File: src/rtl/music_seq.sv
// music_seq -- programmable melody sequencer.
//
// Plays a list of {dur, note} entries from an internal writable melody
// memory, one step every P clock cycles. An entry lasts (dur+1) steps.
// Supports one-shot or looped playback, pause (level) and stop.
//
// Optional feature macro: MUSIC_SEQ_TEMPO_EN
//   defined   : adds input tempo_div[19:0]; P = tempo_div+1, sampled on
//               start and whenever the step counter wraps to 0.
//   undefined : P = TICK_DIV.
//
// Ports:
//   clk, rst            clock, asynchronous active-high reset
//   wr_en/wr_addr/wr_data  melody memory write port ({dur, note});
//                       addresses >= DEPTH are dropped
//   len                 number of entries to play, sampled on start
//   start, stop         restart from entry 0 / abort (stop wins)
//   pause, loop         level controls
//   tempo_div           step period minus one (MUSIC_SEQ_TEMPO_EN only)
//   note                registered current note code (0 = rest)
//   speak               speaker enable
//   busy                high while playing
//   done                one-cycle pulse at the natural end of a one-shot
//   pos                 index of the next entry to load
module music_seq #(
    parameter int NOTE_W   = 4,
    parameter int DUR_W    = 3,
    parameter int DEPTH    = 128,
    parameter int TICK_DIV = 625000,
    localparam int AW      = $clog2(DEPTH)
) (
    input  logic                     clk,
    input  logic                     rst,
    input  logic                     wr_en,
    input  logic [AW-1:0]            wr_addr,
    input  logic [DUR_W+NOTE_W-1:0]  wr_data,
    input  logic [AW:0]              len,
    input  logic                     start,
    input  logic                     stop,
    input  logic                     pause,
    input  logic                     loop,
`ifdef MUSIC_SEQ_TEMPO_EN
    input  logic [19:0]              tempo_div,
`endif
    output logic [NOTE_W-1:0]        note,
    output logic                     speak,
    output logic                     busy,
    output logic                     done,
    output logic [AW:0]              pos
);

`ifdef MUSIC_SEQ_TEMPO_EN
    localparam int CNT_W = 20;
`else
    localparam int CNT_W = (TICK_DIV > 1) ? $clog2(TICK_DIV) : 1;
`endif

    typedef enum logic {S_IDLE, S_PLAY} state_t;

    state_t                 state_q, state_d;
    logic [NOTE_W-1:0]      note_q, note_d;
    logic [DUR_W-1:0]       rem_q, rem_d;
    logic [AW:0]            pos_q, pos_d;
    logic [AW:0]            len_q, len_d;
    logic                   done_q, done_d;
    logic [CNT_W-1:0]       cnt_q, cnt_d;
    logic [CNT_W-1:0]       cnt_max;

    // Melody memory: no reset so contents survive rst; combinational
    // read so a write landing on the loading edge is not yet visible.
    logic [DUR_W+NOTE_W-1:0] mem [DEPTH];
    logic [DUR_W+NOTE_W-1:0] entry_cur;
    logic [DUR_W+NOTE_W-1:0] entry_first;

    assign entry_cur   = mem[pos_q[AW-1:0]];
    assign entry_first = mem[0];

    always_ff @(posedge clk) begin
        if (wr_en && ({1'b0, wr_addr} < (AW+1)'(DEPTH))) begin
            mem[wr_addr] <= wr_data;
        end
    end

`ifdef MUSIC_SEQ_TEMPO_EN
    logic [19:0] pm1_q, pm1_d;   // current period minus one
    assign cnt_max = pm1_q;
`else
    assign cnt_max = CNT_W'(TICK_DIV - 1);
`endif

    logic play;
    logic wrap;
    assign play = (state_q == S_PLAY);
    assign wrap = (cnt_q == cnt_max);

    always_comb begin
        state_d = state_q;
        note_d  = note_q;
        rem_d   = rem_q;
        pos_d   = pos_q;
        len_d   = len_q;
        cnt_d   = cnt_q;
        done_d  = 1'b0;
`ifdef MUSIC_SEQ_TEMPO_EN
        pm1_d   = pm1_q;
`endif
        if (stop) begin
            state_d = S_IDLE;
            note_d  = '0;
            pos_d   = '0;
            rem_d   = '0;
            cnt_d   = '0;
        end else if (start && (len != '0)) begin
            // cnt=0 makes the very next cycle a tick, so the first note
            // appears two cycles after start is sampled.
            state_d = S_PLAY;
            pos_d   = '0;
            rem_d   = '0;
            cnt_d   = '0;
            len_d   = len;
`ifdef MUSIC_SEQ_TEMPO_EN
            pm1_d   = tempo_div;
`endif
        end else if (play && !pause) begin
            cnt_d = wrap ? '0 : cnt_q + 1'b1;
`ifdef MUSIC_SEQ_TEMPO_EN
            if (wrap) begin
                pm1_d = tempo_div;
            end
`endif
            if (cnt_q == '0) begin
                if (rem_q != '0) begin
                    rem_d = rem_q - 1'b1;
                end else if (pos_q < len_q) begin
                    note_d = entry_cur[NOTE_W-1:0];
                    rem_d  = entry_cur[DUR_W+NOTE_W-1:NOTE_W];
                    pos_d  = pos_q + 1'b1;
                end else if (loop) begin
                    // Wrap loads entry 0 on this same tick: no gap.
                    note_d = entry_first[NOTE_W-1:0];
                    rem_d  = entry_first[DUR_W+NOTE_W-1:NOTE_W];
                    pos_d  = (AW+1)'(1);
                end else begin
                    // Natural end: pos keeps len so the host can see it.
                    note_d  = '0;
                    done_d  = 1'b1;
                    state_d = S_IDLE;
                    cnt_d   = '0;
                end
            end
        end
    end

    always_ff @(posedge clk or posedge rst) begin
        if (rst) begin
            state_q <= S_IDLE;
            note_q  <= '0;
            rem_q   <= '0;
            pos_q   <= '0;
            len_q   <= '0;
            cnt_q   <= '0;
            done_q  <= 1'b0;
`ifdef MUSIC_SEQ_TEMPO_EN
            pm1_q   <= '0;
`endif
        end else begin
            state_q <= state_d;
            note_q  <= note_d;
            rem_q   <= rem_d;
            pos_q   <= pos_d;
            len_q   <= len_d;
            cnt_q   <= cnt_d;
            done_q  <= done_d;
`ifdef MUSIC_SEQ_TEMPO_EN
            pm1_q   <= pm1_d;
`endif
        end
    end

    assign note  = note_q;
    assign busy  = play;
    assign done  = done_q;
    assign pos   = pos_q;
    // Pause mutes the speaker but leaves the note register untouched.
    assign speak = (note_q != '0) && play && !pause;

endmodule

File: config.mk
export PLATFORM = sky130hd
export DESIGN_NAME = music_seq
export DESIGN_NICKNAME = d
export VERILOG_FILES = /design/src/rtl/music_seq.sv
export SDC_FILE = /design/constraint.sdc
export NUM_CORES = 1
export LEC_CHECK = 0
export CAP_MARGIN = 20
export CORE_MARGIN = 3
export CORE_UTILIZATION = 55
export DETAILED_ROUTE_END_ITERATION = 10
export HOLD_SLACK_MARGIN = 0.1
export PLACE_DENSITY = 0.85
export SETUP_SLACK_MARGIN = 0.1
export SYNTH_ARGS = -nofsm -noshare
export SYNTH_HDL_FRONTEND = slang
export SYNTH_SLANG_ARGS = --single-unit
File: constraint.sdc
create_clock -name clk -period 2.5 [get_ports clk]
set_clock_uncertainty 0.1 [all_clocks]
set_input_delay 0.5 -clock clk [delete_from_list [all_inputs] [get_ports clk]]
set_output_delay 0.5 -clock clk [all_outputs]
set_load 0.005 [all_outputs]
## Yosys cells after proc, flatten, opt, wreduce, memory -nomap -nowiden

Memory sizes are Yosys's and may differ from the RTL's.
Index checks and enable logic that the tools add are counted.

- Add/subtract/negate cells: 3
- $lt $le $gt $ge: 1
- Eq/ne operators: 6
- Muxes and demuxes: 45
- Bitwise logic cells: 1
- Reductions and logical operators: 20

Operators by type and width:

| kind | count |
|---|---|
| 20-bit two-way mux | 8 |
| 8-bit two-way mux | 7 |
| 4-bit two-way mux | 7 |
| 3-bit two-way mux | 7 |
| 20-bit by 1-bit adder with 20-bit output (second input constant) | 1 |
| 20-bit == test (second input constant) | 1 |
| 20-bit logical NOT | 1 |
| 1-bit two-way mux | 16 |
| 3-bit nonzero test | 3 |
| 8-bit by 1-bit adder with 8-bit output (second input constant) | 1 |
| 8-bit less-than comparator | 1 |
| 4-bit AND reduction | 2 |
| 4-bit nonzero test | 2 |
| 8-bit nonzero test | 1 |
| 3-bit != test (second input constant) | 2 |
| 5-bit AND reduction | 1 |
| 5-bit nonzero test | 1 |
| 1-bit logical AND | 4 |
| 2-bit != test (second input constant) | 2 |
| 2-bit nonzero test | 2 |
| 3-bit by 2-bit != test with 1-bit output (second input constant) | 1 |
| 3-bit AND reduction | 1 |
| 3-bit by 1-bit subtractor with 3-bit output (second input constant) | 1 |
| 2-bit AND reduction | 1 |
| 2 further kinds | 2 |

- Bits in registers: 45
- RAM bits: 896
- Output and inout bits: 15
- Word-level logic and storage cells: 84
- Memories kept: 1

Memory list:

| name | words | width | read ports | clocked after Yosys merged registers in | wr ports | line | text |
|---|---|---|---|---|---|---|---|
| mem | 128 | 7 | 2 | 0 | 1 | 71 | `logic [DUR_W+NOTE_W-1:0] mem [DEPTH];` |

## Logic depth before layout (Yosys ltp)

Gate-level depths: netlist of the first run.

- Depth in word-level cells: 9
- Gate-level depth with buffers: 11
- Gate-level depth less buffers: 9

## Worst setup path before layout of the first run

No wires, ideal clock.

- Path type: reg2reg
- From: register pos_q[5], in the netlist pos[5]
- To: register cnt_q[1]
- Library setup time: 83 ps
- Arrival: 2327 ps
- Slack: -9 ps
- Cell stages (with the launch flop): 9
- Path buffers: 0
- Period minus slack after synthesis: 2509 ps
- Cells stage by stage: dfrtp_1 ha_1 a2111oi_0 nand2_1 a41oi_1 or2_2 o32ai_1 a211o_1 o21ai_0

- Cells in the longest elaborated chain, start to end: 7

RTL lines:

| item | line | text |
|---|---|---|
| start: declaration | 63 | `logic [AW:0] pos_q, pos_d;` |
| start signal: assignment | 170 | `pos_q <= pos_d;` |
| 8-bit less-than comparator | 134 | `end else if (pos_q < len_q) begin` |
| 20-bit two-way mux | 134 |  |
| 20-bit two-way mux | 132 | `if (rem_q != '0) begin` |
| 20-bit two-way mux | 131 | `if (cnt_q == '0) begin` |
| 20-bit two-way mux | 124 | `end else if (play && !pause) begin` |
| 20-bit two-way mux | 113 | `end else if (start && (len != '0)) begin` |
| 20-bit two-way mux | 107 | `if (stop) begin` |
| end signal: assignment | 172 | `cnt_q <= cnt_d;` |
| end: declaration | 66 | `logic [CNT_W-1:0] cnt_q, cnt_d;` |

Every way passes these cells. The select of a mux whose other input is x is not followed.
A chain may end at the register's enable or synchronous reset.

## Worst setup path in the final report of the first run

- From: register pos_q[0], in the netlist pos[0]
- To: register note_q[2], in the netlist note[2]

- Cells in the longest elaborated chain, start to end: 7
- Elaborated cells on any way between the ends: 8

RTL lines:

| item | line | text |
|---|---|---|
| memory 128 x 7 bit / 8-bit less-than comparator (equally long branches) | n/a |  |
| 4-bit two-way mux (*) | 134 |  |
| 4-bit two-way mux (*) | 132 |  |
| 4-bit two-way mux (*) | 131 |  |
| 4-bit two-way mux (*) | 124 |  |
| 4-bit two-way mux (*) | 113 |  |
| 4-bit two-way mux (*) | 107 |  |
| end signal: assignment | 168 | `note_q <= note_d;` |
| end: declaration | 61 | `logic [NOTE_W-1:0] note_q, note_d;` |

Mark *: on every way between the ends. The rest lies on a longest branch, timed or not. The select of a mux whose other input is x is not followed.

==> impl_metrics.toml, run 1 <==
[synth]
postSynth.asyncResetShare = 0.0478
syn_inst = 1931
yosys_warnings = 0
syn_nets = 1973
synth_top_family_by_area = "multiplexers"
ys_seq_area_frac = 0.748
synth_edf_count = 896
synth-compound-area-share = 0.0333
synth-simple-area-share = 0.0460
synth_mux_area_frac = 0.151
synth_adder_area_share = 0.00434
synthDistinctLibCells = 58
yosys_most_used_dff = "edfxtp_1"
synthXorXnorAreaFrac = 0.00187
ys_seq_elements = 941
synth.cell_area_um2 = 37500
avgSynthCellArea_um2 = 19.4

[hold_path]
hold_class = "in2reg"

[power_and_ir_drop]
powerDensity_nw_per_um2 = 701
power.leakage_nw = 14.9
vdd.ir_drop.worst_mv = 0.539
power_mw = 32.0

[sta]
final_max_slew_viol_count = 0
slew_headroom = 0.427
worst_slew_pin_slew_ns = 0.857
fmax_mhz = 303
finalCritPeriodShare = 1.32
worst_slack_ns = -0.804
setup_viol = 21
tns_ns = -5.39
rsz0062_at_grt = "yes"
hold_violations = 0
fin_crit_ns = 3.30

[clocking]
cts_tree = "built"
clk_pin_slew_ns = 0.07
clock-sinks = 941
htreeDepth = 3
insertion_delay_ns = 0.68
cts_buffer_depth = 3
cts_made_buffers = 89
clockRootBuffer = "clkbuf_16"

[layout]
syn2layout_area_growth_pct = 21.8
final_cell_mix = "edfxtp_1, buf_4, mux4_2"
layout_commonest_cell = "edfxtp_1"
nNetsFinal = 2407
layout-drive-gt1-share = 0.363

[setup_path]
path_class = "reg2reg"
path_delay_family = "compound AO/OA/AOI/OAI gates"
slowest_stage = "a221oi_2"
arrival_ns = 3.76
cp_cell_sequence = "buf_4 -> buf_16 -> buf_12 -> buf_4 -> mux4_2 -> a221oi_2 -> o21ai_0 -> nor3_2 -> o31ai_4"
max_stage_delay_ns = 0.69
worstPathRequired_ns = 2.95
end_kind = "register"
cpMostUsedCell = "buf_4"
cp_max_fo = 13
startpoint_type = "register"
path_buf_inv = 4

[drt]
drc = 0
routed_wl_mm = 111
initialDrtViolationCount = 4139
wl_per_cell_um = 33.5
viasPerCell = 7.02
vias = 23300
ant_nets = 0
drt_pass1_iterations = 8

[grt]
gr-usage-met3 = 0.0843
grt.busiest_layer = "met2"
grt_pass1_vias = 23200
grt_util_met2 = 0.469
met1_usage = 0.380
antenna_found_initial = 7
grt_max_degree = 73
overflow = 0
grt_pass1_wl_mm = 154
grt_usage = 0.298

[floorplanning]
ios = 44
placementRows = 95
die_w_um = 267
core_um2 = 67400
start_util = 0.556
die_y_um = 267
dieArea_um2 = 71400

[placed_design]
dp_hpwl_mm = 60.8
port_buffers = 43
gp_congestion = 0.908

[outcome]
status = "finished, violations left"
violations = "negative setup slack"

[job]
drv_cap = 0
-- flip-flops by register name, indices dropped and copies added (netlist names) --
register	count
busy	1
cnt_q	20
done	1
len_q	8
mem	896
note	4
pos	8
rem_q	3
-- routing by layer --
metal,part of all wire,vias up
met2,0.47,2351
met1,0.31,11400
li1,-,8789
met5,0.0013,-
met4,0.075,10
met3,0.14,664
-- cell type report --
class / instances / area (µm²)
clock buffers: 106 / 2310
fillers: 3630 / 21700
multi-input cells: 868 / 9410
well taps: 873 / 1090
clock inverters: 60 / 538
inverters: 18 / 67.6
flip-flops and latches: 941 / 28000
repair buffers: 447 / 4190
diodes: 2 / 5.00
-- cells in the mapped netlist (all sizes together), types with 5 or more instances --
master  number  share of area
a31oi        8         0.0013
buf         53         0.0091
or2          6         0.0010
mux2i       42          0.011
mux4       230           0.14
ha          13         0.0043
mux2         5         0.0015
nand3       39         0.0052
or3          6         0.0010
inv         18         0.0018
clkbuf      52         0.0052
nor3        26         0.0035
a22o         7         0.0016
o221ai      11         0.0026
o21ai       35         0.0047
nand2b       9         0.0015
edfxtp     896           0.72
dfrtp       45          0.030
a22oi       43         0.0086
xnor2        5         0.0012
nand2       72         0.0072
nor4        15         0.0027
a21oi       39         0.0052
o31ai        7         0.0014
nand4        9         0.0015
nor2       171          0.017
o22ai        9         0.0015
nor2b       14         0.0023
-- cells by family (layout without fill, tap and decap cells) --
kind of cell | after synthesis | after routing
flops | 941 | 941
simple gates | 382 | 383
compound gates | 187 | 187
other cells | 0 | 2
fa+ha+maj | 13 | 13
buf+inv | 123 | 631
mux | 277 | 277
xor+xnor | 8 | 8
-- report_power, final --
| group | switching (mW) | leakage [nW] | total (mW) | internal [mW] |
|---|---|---|---|---|
| logic | 0.739 | 4.88 | 1.19 | 0.449 |
| registers | 0.0364 | 8.66 | 17.4 | 17.3 |
| clock network | 6.13 | 1.40 | 13.5 | 7.33 |
| total | 6.91 | 14.9 | 32.0 | 25.1 |
-- path summary, 6_finish.rpt --
check                      slack, ns                   end            startpoint  depth (start not counted)
min reg2reg                     0.45  len_q[2]$_DFFE_PP0P_  len_q[2]$_DFFE_PP0P_                          2
max                            -0.80   note[2]$_DFFE_PP0P_    pos[0]$_DFFE_PP0P_                          9
min in group asynchronous       0.65  len_q[0]$_DFFE_PP0P_                   rst                          4
min                             0.20  mem[33][1]$_DFFE_PP_            wr_data[1]                          1
max reg2reg                    -0.80   note[2]$_DFFE_PP0P_    pos[0]$_DFFE_PP0P_                          9
max in group asynchronous       1.29    pos[0]$_DFFE_PP0P_                   rst                          4
-- metrics by stage --
stage / cell area, µm² / setup slack, ns / cells / hold WS, ns / util
global placement: 41600 / -0.457 / 3104 / 0.433 / 0.618
floorplan: 37600 / 0.107 / 1931 / 0.369 / -
detailed placement: 41600 / -0.512 / 3104 / 0.429 / 0.618
global route: 45700 / -0.799 / 3314 / 0.215 / 0.677
CTS: 45200 / -0.388 / 3294 / 0.189 / 0.671
finish: 45700 / -0.804 / 3315 / 0.199 / 0.678
-- repair_timing --
item	4_1_cts	5_1_grt
resized for setup	97	69
buffers inserted	16	18
endpoints found under the setup margin	35	29
cloned	8	2
hold endpoints to repair	1	0
pin swaps	22	27
hold buffers	1	0
Power figures use the tool's default switching activity.
==> inputs of run 2 (changes only) <==
ABC_CLOCK_PERIOD_IN_PS = 2500   (was default)
SKIP_CTS_REPAIR_TIMING = 1   (was default)
==> impl_metrics.toml, run 2 (synthesis results as in run 1) <==
[grt]
antenna_found_initial = 4
overflow = 0
grt_pass1_vias = 22600
grt_max_degree = 73
grt_usage = 0.279
grt_pass1_wl_mm = 146

[drt]
initialDrtViolationCount = 3822
met2_wirelength_mm = 52.0
drt-met1-wl_mm = 35.2
ant_nets = 0
routed_wl_mm = 109
viasPerCell = 6.94
top_layer_used = "met5"
vias = 23100
wl_per_cell_um = 32.7
met3_length_mm = 14.3
drc = 0
drt_pass1_iterations = 7

[layout]
layout-drive-gt1-share = 0.355
top_register = "mem"
final_cell_mix = "edfxtp_1, buf_4, mux4_2"
layout_commonest_cell = "edfxtp_1"
fin_util = 0.676
syn2layout_area_growth_pct = 21.6
largest_register_ffs = 896
nNetsFinal = 2412
n_fill_cell = 3647
reg_top3 = "mem (896), cnt_q (20)"

[placed_design]
pre_cts_ws_ns = -0.512
port_buffers = 43
dp_hpwl_mm = 60.8
gp_congestion = 0.908

[power_and_ir_drop]
power.leakage_nw = 15.0
vdd.ir_drop.worst_mv = 0.537
powerDensity_nw_per_um2 = 702

[floorplanning]
die_y_um = 267
ios = 44
core_um2 = 67400
placementRows = 95
start_util = 0.556
die_w_um = 267
dieArea_um2 = 71400

[outcome]
status = "finished, violations left"
violations = "negative setup slack"

[job]
drv_cap = 0

[sta]
fin_crit_ns = 3.27
setup_viol = 29
slew_headroom = 0.385
fmax_mhz = 306
worst_slack_ns = -0.770
rsz0062_at_grt = "yes"
final_max_slew_viol_count = 0
worst_slew_pin_slew_ns = 0.913
hold_violations = 0
finalCritPeriodShare = 1.31

[clocking]
clk_pin_slew_ns = 0.07
cts_tree = "built"
clock-sinks = 941
clockRootBuffer = "clkbuf_16"
insertion_delay_ns = 0.69
cts_buffer_depth = 3
htreeDepth = 3
cts_made_buffers = 89

[hold_path]
hold_class = "in2async"

[setup_path]
startpoint_type = "register"
arrival_ns = 3.75
cp_max_fo = 15
end_kind = "register"
path_class = "reg2reg"
worstPathRequired_ns = 2.98
-- run 2: cell type report --
class | instances | area [µm²] | area share
clock buffers | 106 | 2310 | 0.0507
flip-flops and latches | 941 | 28000 | 0.615
diodes | 2 | 5.00 | 0.000110
well taps | 873 | 1090 | 0.0240
multi-input cells | 868 | 9310 | 0.204
repair buffers | 452 | 4220 | 0.0925
inverters | 18 | 67.6 | 0.00148
clock inverters | 60 | 538 | 0.0118
-- run 2: worst max-delay path, stage by stage, from the launching register on --
cell      delay (ns)
dfrtp_4         0.48
buf_4           0.15
buf_16          0.20
buf_4           0.28
mux2i_1         0.39
o221ai_1        0.35
o21ai_0         0.31
a21oi_1         0.13
o21ai_1         0.28
buf_4           0.18
a22oi_1         0.10
a21bo_2         0.21
-- run 2: path summary, 6_finish.rpt --
| kind | slack, ns | endpoint | cells after the start | from |
|---|---|---|---|---|
| worst max-delay path | -0.77 | rem_q[1]$_DFFE_PP0P_ | 11 | pos[0]$_DFFE_PP0P_ |
| worst min-delay path | 0.08 | len_q[0]$_DFFE_PP0P_ | 3 | rst |
| worst max register to register | -0.77 | rem_q[1]$_DFFE_PP0P_ | 11 | pos[0]$_DFFE_PP0P_ |
| worst min register to register | 0.46 | len_q[2]$_DFFE_PP0P_ | 2 | len_q[2]$_DFFE_PP0P_ |
| max in group asynchronous | 1.85 | pos[0]$_DFFE_PP0P_ | 3 | rst |
| min in group clk | 0.19 | mem[33][1]$_DFFE_PP_ | 1 | wr_data[1] |
-- run 2: power by group --
group	leakage, nW	internal [mW]	total (mW)	switching, mW
logic	4.91	0.448	1.17	0.727
registers	8.66	17.3	17.4	0.0356
clock network	1.40	7.33	13.5	6.15
-- run 2: routing by layer --
layer	up-vias	GRT usage
met1	11500	0.368
li1	8803	-
met3	519	0.0616
met2	2240	0.448
met5	-	0
met4	4	0.134
-- run 2: stage by stage --
step / area, µm² / hold slack (ns) / power, mW / cells / setup TNS, ns
5_1_grt: 45600 / 0.108 / 32.7 / 3318 / -8.00
6_report: 45600 / 0.0825 / 32.0 / 3320 / -7.13
3_3_place_gp: 41600 / 0.433 / 18.6 / 3104 / -4.71
2_1_floorplan: 37600 / 0.369 / 18.1 / 1931 / 0
4_1_cts: 44500 / 0.0934 / 31.8 / 3270 / -7.20
3_5_place_dp: 41600 / 0.429 / 18.7 / 3104 / -12.70
